<file path="src/rtl/ctrl_jericalla_pkg.sv">
// Shared definitions for the jericalla control sequencer: opcodes,
// instruction field positions and the FSM state encoding.
package jericalla_pkg;

  localparam logic [2:0] OP_NOP  = 3'b000;
  localparam logic [2:0] OP_ADD  = 3'b001;
  localparam logic [2:0] OP_SUB  = 3'b010;
  localparam logic [2:0] OP_AND  = 3'b011;
  localparam logic [2:0] OP_OR   = 3'b100;
  localparam logic [2:0] OP_SLT  = 3'b101;
  localparam logic [2:0] OP_BZ   = 3'b110;
  localparam logic [2:0] OP_HALT = 3'b111;

  localparam int OP_HI = 19;
  localparam int OP_LO = 17;
  localparam int RD_HI = 16;
  localparam int RD_LO = 12;
  localparam int RA_HI = 11;
  localparam int RA_LO = 7;
  localparam int RB_HI = 6;
  localparam int RB_LO = 2;

  typedef enum logic [2:0] {
    ST_IDLE   = 3'd0,
    ST_FETCH  = 3'd1,
    ST_DECODE = 3'd2,
    ST_EXEC   = 3'd3,
    ST_WB     = 3'd4,
    ST_HALT   = 3'd5
  } state_e;

endpackage

</file>
<file path="src/rtl/ctrl_jericalla_dec.sv">
// Combinational instruction decoder: splits the latched instruction into
// class flags and register/ALU fields.
module ctrl_dec_jericalla
  import jericalla_pkg::*;
(
  input  logic [19:0] ir,
  output logic        is_alu,
  output logic        is_bz,
  output logic        is_halt,
  output logic        is_nop,
  output logic [2:0]  alu_op,
  output logic [4:0]  ra,
  output logic [4:0]  rb,
  output logic [4:0]  rd
);

  logic [2:0] op;
  logic       unused_ir_bits;

  assign unused_ir_bits = ^ir[1:0];

  always_comb begin
    op      = ir[OP_HI:OP_LO];
    is_alu  = (op >= OP_ADD) && (op <= OP_SLT);
    is_bz   = (op == OP_BZ);
    is_halt = (op == OP_HALT);
    is_nop  = (op == OP_NOP);
    alu_op  = is_alu ? op : 3'b000;
    ra      = ir[RA_HI:RA_LO];
    rb      = ir[RB_HI:RB_LO];
    rd      = ir[RD_HI:RD_LO];
  end

endmodule

</file>
<file path="src/rtl/ctrl_jericalla.sv">
// Multicycle sequencer for the jericalla datapath: FETCH/DECODE/EXEC/WB
// phases, zero-flag branch and a start/busy/done handshake.
module ctrl_jericalla
  import jericalla_pkg::*;
#(
  parameter int PC_W    = 5,
  parameter int INSTR_W = 20,
  parameter int RA_W    = 5
) (
  input  logic               clk_ctrl_jericalla,
  input  logic               reset_ctrl_jericalla,
  input  logic               start_ctrl_jericalla,
  input  logic [INSTR_W-1:0] instr_ctrl_jericalla,
  input  logic               zf_ctrl_jericalla,
  output logic [PC_W-1:0]    imem_addr_ctrl_jericalla,
  output logic [RA_W-1:0]    ra_ctrl_jericalla,
  output logic [RA_W-1:0]    rb_ctrl_jericalla,
  output logic [RA_W-1:0]    wa_ctrl_jericalla,
  output logic               we_ctrl_jericalla,
  output logic [2:0]         alu_op_ctrl_jericalla,
  output logic               busy_ctrl_jericalla,
  output logic               done_ctrl_jericalla
);

  // Handshake: start is accepted only while busy is low (IDLE); once
  // accepted, busy stays high until the cycle after the one-cycle done pulse.
  state_e             state_q, state_d;
  logic [PC_W-1:0]    pc_q, pc_d;
  logic [INSTR_W-1:0] ir_q, ir_d;
  logic               zflag_q, zflag_d;

  logic            dec_is_alu, dec_is_bz, dec_is_halt, dec_is_nop;
  logic [2:0]      dec_alu_op;
  logic [RA_W-1:0] dec_ra, dec_rb, dec_rd;

  ctrl_dec_jericalla u_dec (
    .ir      (ir_q),
    .is_alu  (dec_is_alu),
    .is_bz   (dec_is_bz),
    .is_halt (dec_is_halt),
    .is_nop  (dec_is_nop),
    .alu_op  (dec_alu_op),
    .ra      (dec_ra),
    .rb      (dec_rb),
    .rd      (dec_rd)
  );

  always_ff @(posedge clk_ctrl_jericalla or posedge reset_ctrl_jericalla) begin
    if (reset_ctrl_jericalla) begin
      state_q <= ST_IDLE;
      pc_q    <= '0;
      ir_q    <= '0;
      zflag_q <= 1'b0;
    end else begin
      state_q <= state_d;
      pc_q    <= pc_d;
      ir_q    <= ir_d;
      zflag_q <= zflag_d;
    end
  end

  assign imem_addr_ctrl_jericalla = pc_q;
  assign busy_ctrl_jericalla      = (state_q != ST_IDLE);

  always_comb begin
    state_d               = state_q;
    pc_d                  = pc_q;
    ir_d                  = ir_q;
    zflag_d               = zflag_q;
    ra_ctrl_jericalla     = '0;
    rb_ctrl_jericalla     = '0;
    wa_ctrl_jericalla     = '0;
    we_ctrl_jericalla     = 1'b0;
    alu_op_ctrl_jericalla = 3'b000;
    done_ctrl_jericalla   = 1'b0;

    case (state_q)
      ST_IDLE: begin
        if (start_ctrl_jericalla) begin
          pc_d    = '0;
          state_d = ST_FETCH;
        end
      end
      ST_FETCH:  state_d = ST_DECODE;
      ST_DECODE: begin
        ir_d    = instr_ctrl_jericalla;
        state_d = ST_EXEC;
      end
      ST_EXEC: begin
        if (dec_is_alu) begin
          ra_ctrl_jericalla     = dec_ra;
          rb_ctrl_jericalla     = dec_rb;
          alu_op_ctrl_jericalla = dec_alu_op;
          zflag_d               = zf_ctrl_jericalla;
          state_d               = ST_WB;
        end else if (dec_is_halt) begin
          state_d = ST_HALT;
        end else if (dec_is_nop || dec_is_bz) begin
          state_d = ST_FETCH;
          pc_d    = pc_q + PC_W'(1);
          if (dec_is_bz && zflag_q) pc_d = dec_rd;
        end
      end
      ST_WB: begin
        // Operand selects stay put so the datapath write data is stable.
        ra_ctrl_jericalla     = dec_ra;
        rb_ctrl_jericalla     = dec_rb;
        alu_op_ctrl_jericalla = dec_alu_op;
        wa_ctrl_jericalla     = dec_rd;
        we_ctrl_jericalla     = 1'b1;
        pc_d                  = pc_q + PC_W'(1);
        state_d               = ST_FETCH;
      end
      ST_HALT: begin
        done_ctrl_jericalla = 1'b1;
        state_d             = ST_IDLE;
      end
      default: state_d = ST_IDLE;
    endcase
  end

endmodule

</file>
<file path="config.mk">
export PLATFORM = sky130hd
export DESIGN_NAME = ctrl_jericalla
export DESIGN_NICKNAME = d
export VERILOG_FILES = /design/src/rtl/ctrl_jericalla_pkg.sv /design/src/rtl/ctrl_jericalla_dec.sv /design/src/rtl/ctrl_jericalla.sv
export SDC_FILE = /design/constraint.sdc
export NUM_CORES = 1
export LEC_CHECK = 0
export ABC_AREA = 1
export CORE_MARGIN = 2
export CORE_UTILIZATION = 48
export CTS_CLUSTER_DIAMETER = 100
export DETAILED_ROUTE_END_ITERATION = 10
export MAX_ROUTING_LAYER = met4
export PLACE_DENSITY = 0.9
export SLEW_MARGIN = 15
export SYNTH_ARGS = -nofsm -noshare
export SYNTH_HDL_FRONTEND = slang
export SYNTH_SLANG_ARGS = --single-unit
</file>
<file path="constraint.sdc">
create_clock -name clk_ctrl_jericalla -period 3.4 [get_ports clk_ctrl_jericalla]
set_input_delay 0.68 -clock clk_ctrl_jericalla [delete_from_list [all_inputs] [get_ports clk_ctrl_jericalla]]
set_output_delay 0.68 -clock clk_ctrl_jericalla [all_outputs]
set_load 0.1 [all_outputs]
</file>
# After elaboration in Yosys (flattened, before gate mapping)
# Index checks and enable logic that the tools add are counted.
word_totals:
  regBits: 29
  inputBits: 24
  word_cells: 50
  out_inout_bits: 26
classes:
  add_sub_neg: 1
  n_lt_le_gt_ge: 2
  reduce_logical: 10
  n_eq_ne: 12
  n_mux: 21
ops:
  columns: ["op", "count"]
  rows:
  - ["5-bit two-way mux", 8]
  - ["5-bit case mux with 2 select lines", 2]
  - ["3-bit two-way mux", 6]
  - ["3-bit case mux with 5 select lines", 1]
  - ["5-bit case mux with 3 select lines", 1]
  - ["3-bit == test, second input constant", 4]
  - ["2-bit inequality test, second input constant", 4]
  - ["3-bit by 2-bit == test with 1-bit output, second input constant", 2]
  - ["3-bit zero test", 2]
  - ["3-bit case mux with 2 select lines", 1]
  - ["3-bit nonzero test", 2]
  - ["5-bit by 1-bit adder with 5-bit output, second input constant", 1]
  - ["5-bit AND reduction", 1]
  - ["4-bit inequality test, second input constant", 1]
  - ["2-bit AND reduction", 2]
  - ["3-bit by 1-bit == test with 1-bit output, second input constant", 1]
  - ["3-bit by 1-bit greater-or-equal comparator with 1-bit output, second input constant", 1]
  - ["3-bit <= comparator, second input constant", 1]
  - ["1-bit logical AND", 2]
  - ["1-bit two-way mux", 2]
  - ["1-bit logical OR", 1]

# Longest topological paths before layout
# Gate-level depths: netlist (run 1).
logic_depth:
  word_depth: 7
  depth_mapped: 9
  ltp_nobuf: 9

# Modules after synthesis
# Synthesis (run 1) repeated with hierarchy kept, for this count alone.
unflattened:
  hier_cells: 207
  area_unflattened_um2: 1831.8
by_module_without_submodules:
  columns: ["mod", "area_per_inst_um2", "seq_area_each_um2", "cells_per_inst", "n_inst"]
  rows:
  - ["ctrl_jericalla", 1661.6, 725.7, 179, 1]
  - ["ctrl_dec_jericalla", 170.2, 0.0, 28, 1]

# Worst setup path after synthesis (run 1)
# OpenSTA, ideal clock, no wires.
synth_timing:
  kind: "register -> output"
  start: "reg state_q[1]"
  end: "out alu_op_ctrl_jericalla[0]"
  setup_slack_ns: -0.704
  stages_incl_launch_ff: 8
  t_arrival_ns: 3.424
  required_ns: 2.720
  n_path_buf: 0
  cell_sequence: "dfrtp_1 > inv_1 > nand2_2 > nor2_4 > inv_2 > nand2_1 > inv_1 > nor3_1"
synth_between:
  elab_chain_len: 2
  word_cells_on_any_way: 3
  classes_between: "2 x eq/ne; 1 x mux"
synth_rtl:
  columns: ["element", "line_no", "text"]
  rows:
  - ["start: declaration", "ctrl_jericalla.sv:27", "state_e state_q, state_d;"]
  - ["start signal: assignment", "ctrl_jericalla.sv:55", "state_q <= state_d;"]
  - ["3-bit == test or 3-bit by 2-bit == test with 1-bit output (tied branches)", "ctrl_jericalla.sv:77", "case (state_q)"]
  - ["3-bit case mux with 2 select lines (*)", "ctrl_jericalla.sv:77", null]
  - ["end: declaration", "ctrl_jericalla.sv:20", "output logic [2:0] alu_op_ctrl_jericalla,"]
# Mark *: on every way between the ends. The rest lies on a longest branch, timed or not.

# Final worst setup path (run 1)
layout_timing:
  start: "reg state_q[0]"
  end: "out rb_ctrl_jericalla[0]"
layout_between:
  elab_chain_len: 2
  word_cells_on_any_way: 3
  classes_between: "2 x eq/ne; 1 x mux"
layout_rtl:
  columns: ["element", "line_no", "text"]
  rows:
  - ["3-bit == test or 3-bit by 2-bit == test with 1-bit output (tied branches)", "ctrl_jericalla.sv:77", null]
  - ["5-bit case mux with 2 select lines (*)", "ctrl_jericalla.sv:77", null]
  - ["end: declaration", "ctrl_jericalla.sv:17", "output logic [RA_W-1:0] rb_ctrl_jericalla,"]
# Marked as above.

==> qor.txt, run 1 <==
==========================================================================================
DRC violation count after routing                                                        0
Synthesized area per cell                                                         7.44 um2
Drt first pass iters                                                                     4
Rel. slew slack                                                                      34.6%
Post-synthesis share of cell area spent on and, or, nand and nor gates               36.3%
Max Freq                                                                           388 MHz
Final-report setup violation count                                                       0
Yosys top cell area share                                                            45.4%
Antenna fix cells                                                                        0
I/O pin count                                                                           50
Worst EP required                                                                  2.72 ns
DP Worst Slack                                                                     1.21 ns
Die area                                                                          3560 um2
Predominant post-synthesis flop cell                                               dfrtp_1
Gates resized, CTS repair                                                                0
Last weighted congestion value of the routability-driven placer                      0.838
Synthesized-area fraction occupied by ao, oa, aoi and oai cells                      6.89%
Number of levels in the clock H-tree                                                     1
Reg2reg start                                                                   state_q[0]
Commonest cells after routing, fill and taps aside                            43 x nand2_1, 29 x nor2_1, 28 x inv_1
Minimum clock period after layout                                                  2.57 ns
Post-synthesis mux area share                                                       0.756%
Worst-case setup margin in the final layout                                       0.825 ns
Number of nets with antenna violations after routing                                     0
Routed via count divided by cell count                                                4.80
Routed wire per std cell                                                           10.4 um
Crit share post-route                                                                75.7%
Worst-Margin Slew                                                                 0.980 ns
Launch point of the worst hold path                                                zflag_q
Clock-pin transition on the worst setup and hold timing paths                      0.14 ns
Flip-flop and latch count after synthesis                                               27
Via count of the first global-routing pass                                            1253
Total number of vias                                                                  1348
Pin count of the biggest net entering global routing                                    37
Worst hold-check path type                                                      reg -> reg
TritonCTS Sinks                                                                         27
Biggest fanout along the worst timing path                                              10
Worst path max stage delay                                                         0.50 ns
Cell at the root of the clock tree                                                clkbuf_4
Filler cell count in the final layout                                                  278
Yosys warnings                                                                           0
Die Y                                                                              59.7 um
Cell seen most often among critical-path stages                                    nand2_2
Maximum Capacitance Violations                                                           0
Global-route wire length before repair                                             5170 um
Total track usage                                                                    19.2%
Post-CTS setup buffers                                                                   0
# port buffers                                                                          47
Arrival @ worst endpoint                                                           1.89 ns
TritonCTS clock tree                                                                   yes
Master of the slowest instance on the critical path                                dfrtp_1
Worst skew pair latency                                                            0.32 ns
Number of buffers created by CTS                                                         3
Die Span X                                                                         59.7 um
Worst-case clock skew                                                           0.00465 ns
Hold Fails Final Rpt                                                                     0
Ys async rst share                                                                    100%
Xor/xnor cell area share of the yosys netlist                                           0%
Cell class contributing the biggest share of worst-path delay                 simple AND/OR/NAND/NOR gates
Top cells by area, synth                                                      dfrtp_1 45%, nand2_1 11%, nor2_1 7.3%
Run status                                                                    finished, final reports clean
Share of synthesized cell area in full adder, half adder and majority cells         0.840%
Crit path buffers/inverters                                                              2
Share of layout cells above drive strength 1                                         22.6%
Hold-fix buffers, CTS                                                                    0
CP Class                                                                        reg -> out
Final Max Tran Viols                                                                     0
Placement row count                                                                     20
Clock Path Buffers                                                                       2
Post-detailed-routing wire length                                                  2920 um
Iteration-0 DRC Markers                                                                 58
Final nets                                                                             274
Setup crit start kind                                                            flip-flop
Mapped cell area                                                                  1490 um2
Crit path from                                                                  state_q[0]
Area of the core                                                                  3000 um2
Combinational family with the most area after synthesis                       simple AND/OR/NAND/NOR gates
Net count of the mapped netlist                                                        225
Number of synthesized flops with an enable pin                                           0
Post-synthesis instance total                                                          200
Syn-to-layout area delta                                                             30.8%
HPWL Detailed                                                                      2210 um
Crit-path cells                                                               nand2_2 > nor2_4 > nand3_1 > nand2_2 > inv_4 > nor2_2 > buf_4
Yosys cell types                                                                        21
Most frequent standard cell in the layout excluding fill and tap cells             nand2_1
Library cell occupying the most area in the post-synthesis netlist                 dfrtp_1
Capturing element type of the critical path                                   primary output
Antenna violations before repair                                                         0
GR Overflow Total                                                                        0
Sequential element share of the synthesized area                                     45.4%
RSZ-0062 raised after global routing                                                    no
Effective utilization at floorplan                                                   49.6%
==========================================================================================
## metal layers
layer	GRT usage, %	wire, um
met1	26.9	1420
met2	29.8	1390
met3	1.95	95
met4	5.40	9
met5	-	0
## kinds of logic after synthesis
kind of cell | count (synthesis)
simple gates | 115
buf+inv | 36
flops | 27
compound gates | 20
mux | 1
fa+ha+maj | 1
## final timing paths
kind	to	slack [ns]	depth (start not counted)
setup reg to reg	ir_q[18]	1.69	3
hold / removal	zflag_q	0.53	2
min in group asynchronous	ir_q[5]	0.87	2
max in group asynchronous	imem_addr_ctrl_jericalla[4]	1.94	2
setup / recovery	rb_ctrl_jericalla[0]	0.83	7
hold reg to reg	zflag_q	0.53	2
## sequential cells by signal (all words and copies together) (netlist names)
signal	cells
ir_q	18
imem_addr_ctrl_jericalla	5
state_q	3
zflag_q	1
## area by class of cell
class,instances,area (um2),area share (%)
flip-flops and latches,27,676,34.7
multi-input cells,137,667,34.2
repair buffers,47,405,20.8
inverters,33,131,6.74
well taps,33,41.3,2.12
clock buffers,3,22.5,1.16
clock inverters,1,5.00,0.257
## metrics by stage
stage	hold WS, ns	instances	setup TNS (ns)	util, %	cell area (um2)
after floorplan	0.481	200	-1.41	-	1490
after global placement	0.500	277	0	64.0	1920
final	0.534	281	0	64.9	1950
after detailed placement	0.512	277	0	64.0	1920
after CTS	0.532	281	0	64.9	1950
after global routing	0.541	281	0	64.9	1950
## cells in the mapped netlist, types with 2 or more instances
| cell | number |
|---|---|
| a21oi_1 | 19 |
| buf_2 | 3 |
| dfrtp_1 | 27 |
| inv_1 | 28 |
| inv_2 | 3 |
| nand2_1 | 43 |
| nand2_2 | 4 |
| nand3_1 | 17 |
| nand4_1 | 2 |
| nor2_1 | 29 |
| nor2_2 | 11 |
| nor2_4 | 4 |
| nor3_1 | 2 |
## worst min-delay path, cell delays in order, from the launching register on
cell     delay [ns]
dfrtp_1        0.39
inv_1          0.06
a21oi_1        0.06
Power of run 1 is left out: the tool's default activity adds up to more than one toggle a clock period on the data nets, which glitch-free logic cannot reach.
==> run 2, diff against run 1 <==
- CORE_UTILIZATION: 48 -> 41
- PLACE_DENSITY: 0.9 -> 0.82
- clock period: 3.4 -> 2.1 ns (I/O delays scaled with it)
==> run 2 against run 1 <==
Register-to-register slack worse by 1.2 ns; via count up 7.9%; wire length up 27%; cell area up 26%; sequential share of layout area down 6.9 points; sequential cell count unchanged; core utilization up 6.8 points; clock skew up 0.0048 ns; die area up 16%; setup slack worse by 0.76 ns; critical path type unchanged; critical endpoint is now alu_op_ctrl_jericalla[0].
==> qor.txt, run 2 (synthesized netlist as in run 1, its figures left out) <==
=====================================================================================
Final Max Tran Viols                                                                0
Total negative slack for setup checks                                            0 ns
Share of layout cells above drive strength 1                                    31.0%
Worst EP required                                                             1.68 ns
Crit-path cells                                                          inv_1 > nand2_2 > nor2_4 > inv_4 > nand2_4 > inv_4 > nor3_4 > buf_12
Placement row count                                                                21
Hold Fails Final Rpt                                                                0
Routed via count divided by cell count                                           4.79
Clock-pin transition on the worst setup and hold timing paths                 0.14 ns
Post-detailed-routing wire length                                             3710 um
Worst-case clock skew                                                      0.00944 ns
Iteration-0 DRC Markers                                                            61
Cell at the root of the clock tree                                           clkbuf_4
Last weighted congestion value of the routability-driven placer                 0.817
Crit share post-route                                                           96.7%
Clock Path Buffers                                                                  2
Master of the slowest instance on the critical path                           dfrtp_2
CP Class                                                                   reg -> out
GR Overflow Total                                                                   0
Cell seen most often among critical-path stages                                 inv_4
Total number of vias                                                             1455
DRC violation count after routing                                                   0
Final nets                                                                        284
Antenna fix cells                                                                   0
Worst-Margin Slew                                                            0.367 ns
Arrival @ worst endpoint                                                      1.61 ns
Die area                                                                     4130 um2
Most frequent standard cell in the layout excluding fill and tap cells        nand2_1
I/O pin count                                                                      50
Max Freq                                                                      492 MHz
Via count of the first global-routing pass                                       1330
Filler cell count in the final layout                                             253
Maximum Capacitance Violations                                                      0
Worst hold-check path type                                                in -> async
Final-report setup violation count                                                  0
HPWL Detailed                                                                 2670 um
Syn-to-layout area delta                                                        64.5%
Rel. slew slack                                                                 75.4%
Die Y                                                                         64.3 um
Biggest fanout along the worst timing path                                          8
Capturing element type of the critical path                              primary output
Worst skew pair latency                                                       0.32 ns
Number of buffers created by CTS                                                    3
Pin count of the biggest net entering global routing                               35
Hold-fix buffers, CTS                                                               0
Register with the most flip-flops                                                ir_q
Setup crit start kind                                                       flip-flop
Commonest cells after routing, fill and taps aside                       41 x nand2_1, 27 x inv_1, 24 x dfrtp_1
Run status                                                               finished, final reports clean
Antenna violations before repair                                                    0
Routed wire per std cell                                                      12.2 um
# port buffers                                                                     47
Die Span X                                                                    64.3 um
Max FFs per register                                                               18
TritonCTS clock tree                                                              yes
RSZ-0062 raised after global routing                                              yes
Worst path max stage delay                                                    0.44 ns
Effective utilization at floorplan                                              43.6%
Number of nets with antenna violations after routing                                0
Area of the core                                                             3420 um2
TritonCTS Sinks                                                                    27
Total track usage                                                               18.5%
Setup slack of the most critical reg-to-reg path                              0.52 ns
Global-route wire length before repair                                        5880 um
Minimum clock period after layout                                             2.03 ns
Number of levels in the clock H-tree                                                1
Drt first pass iters                                                                4
=====================================================================================
[run 2: worst paths after layout]
kind / start / end / depth (start not counted)
setup / recovery: state_q[1] / alu_op_ctrl_jericalla[0] / 8
hold / removal: reset_ctrl_jericalla / ir_q[9] / 3
setup reg to reg: state_q[1] / imem_addr_ctrl_jericalla[4] / 10
hold reg to reg: state_q[2] / state_q[1] / 1
max in group asynchronous: reset_ctrl_jericalla / state_q[2] / 3
min in group clk_ctrl_jericalla: state_q[2] / state_q[1] / 1
[run 2: cell type report]
cell class                      count  area [um2]  share of cell area, %
Tap cell                           46        57.6                   2.35
Timing Repair inverter              1        8.76                  0.358
Sequential cell                    27         679                   27.7
Multi-Input combinational cell    137         796                   32.5
Timing Repair Buffer               56         736                   30.0
Clock buffer                        4        26.3                   1.07
Inverter                           33         146                   5.98
[run 2: worst max-delay path, delay by kind of cell, from the launching register on]
kind	cells	cell delay, ns
flip-flops	1	0.44
buffers and inverters	4	0.42
AND/OR/NAND/NOR	4	0.44
[run 2: metal layers]
| layer | track usage (%) | wire [um] | up-vias | share of wire [%] |
|---|---|---|---|---|
| li1 | - | - | 737 | - |
| met1 | 23.2 | 1560 | 686 | 42 |
| met2 | 29.7 | 1980 | 30 | 53 |
| met3 | 5.28 | 153 | 2 | 4.1 |
| met4 | 4.79 | 21 | 0 | 0.57 |
| met5 | - | 0 | - | 0 |
[run 2: through the flow]
stage	cells	setup slack (ns)	util (%)	hold slack, ns	instance area, um2
finish	304	0.0695	71.7	0.435	2450
CTS	301	0.0120	70.0	0.441	2390
global route	304	-0.0487	71.7	0.450	2450
global placement	293	0.240	68.1	0.492	2330
detailed placement	293	0.204	68.1	0.501	2330
floorplan	200	-0.551	-	0.473	1590
[run 2: timing repair]
| item | CTS | global route |
|---|---|---|
| gates resized for setup | 4 | 7 |
| setup endpoints to repair | 12 | 12 |
| buffers inserted | 4 | 2 |
| cloned | 0 | 1 |
| pin swaps | 2 | 2 |
Power of run 2 is left out for the same reason.
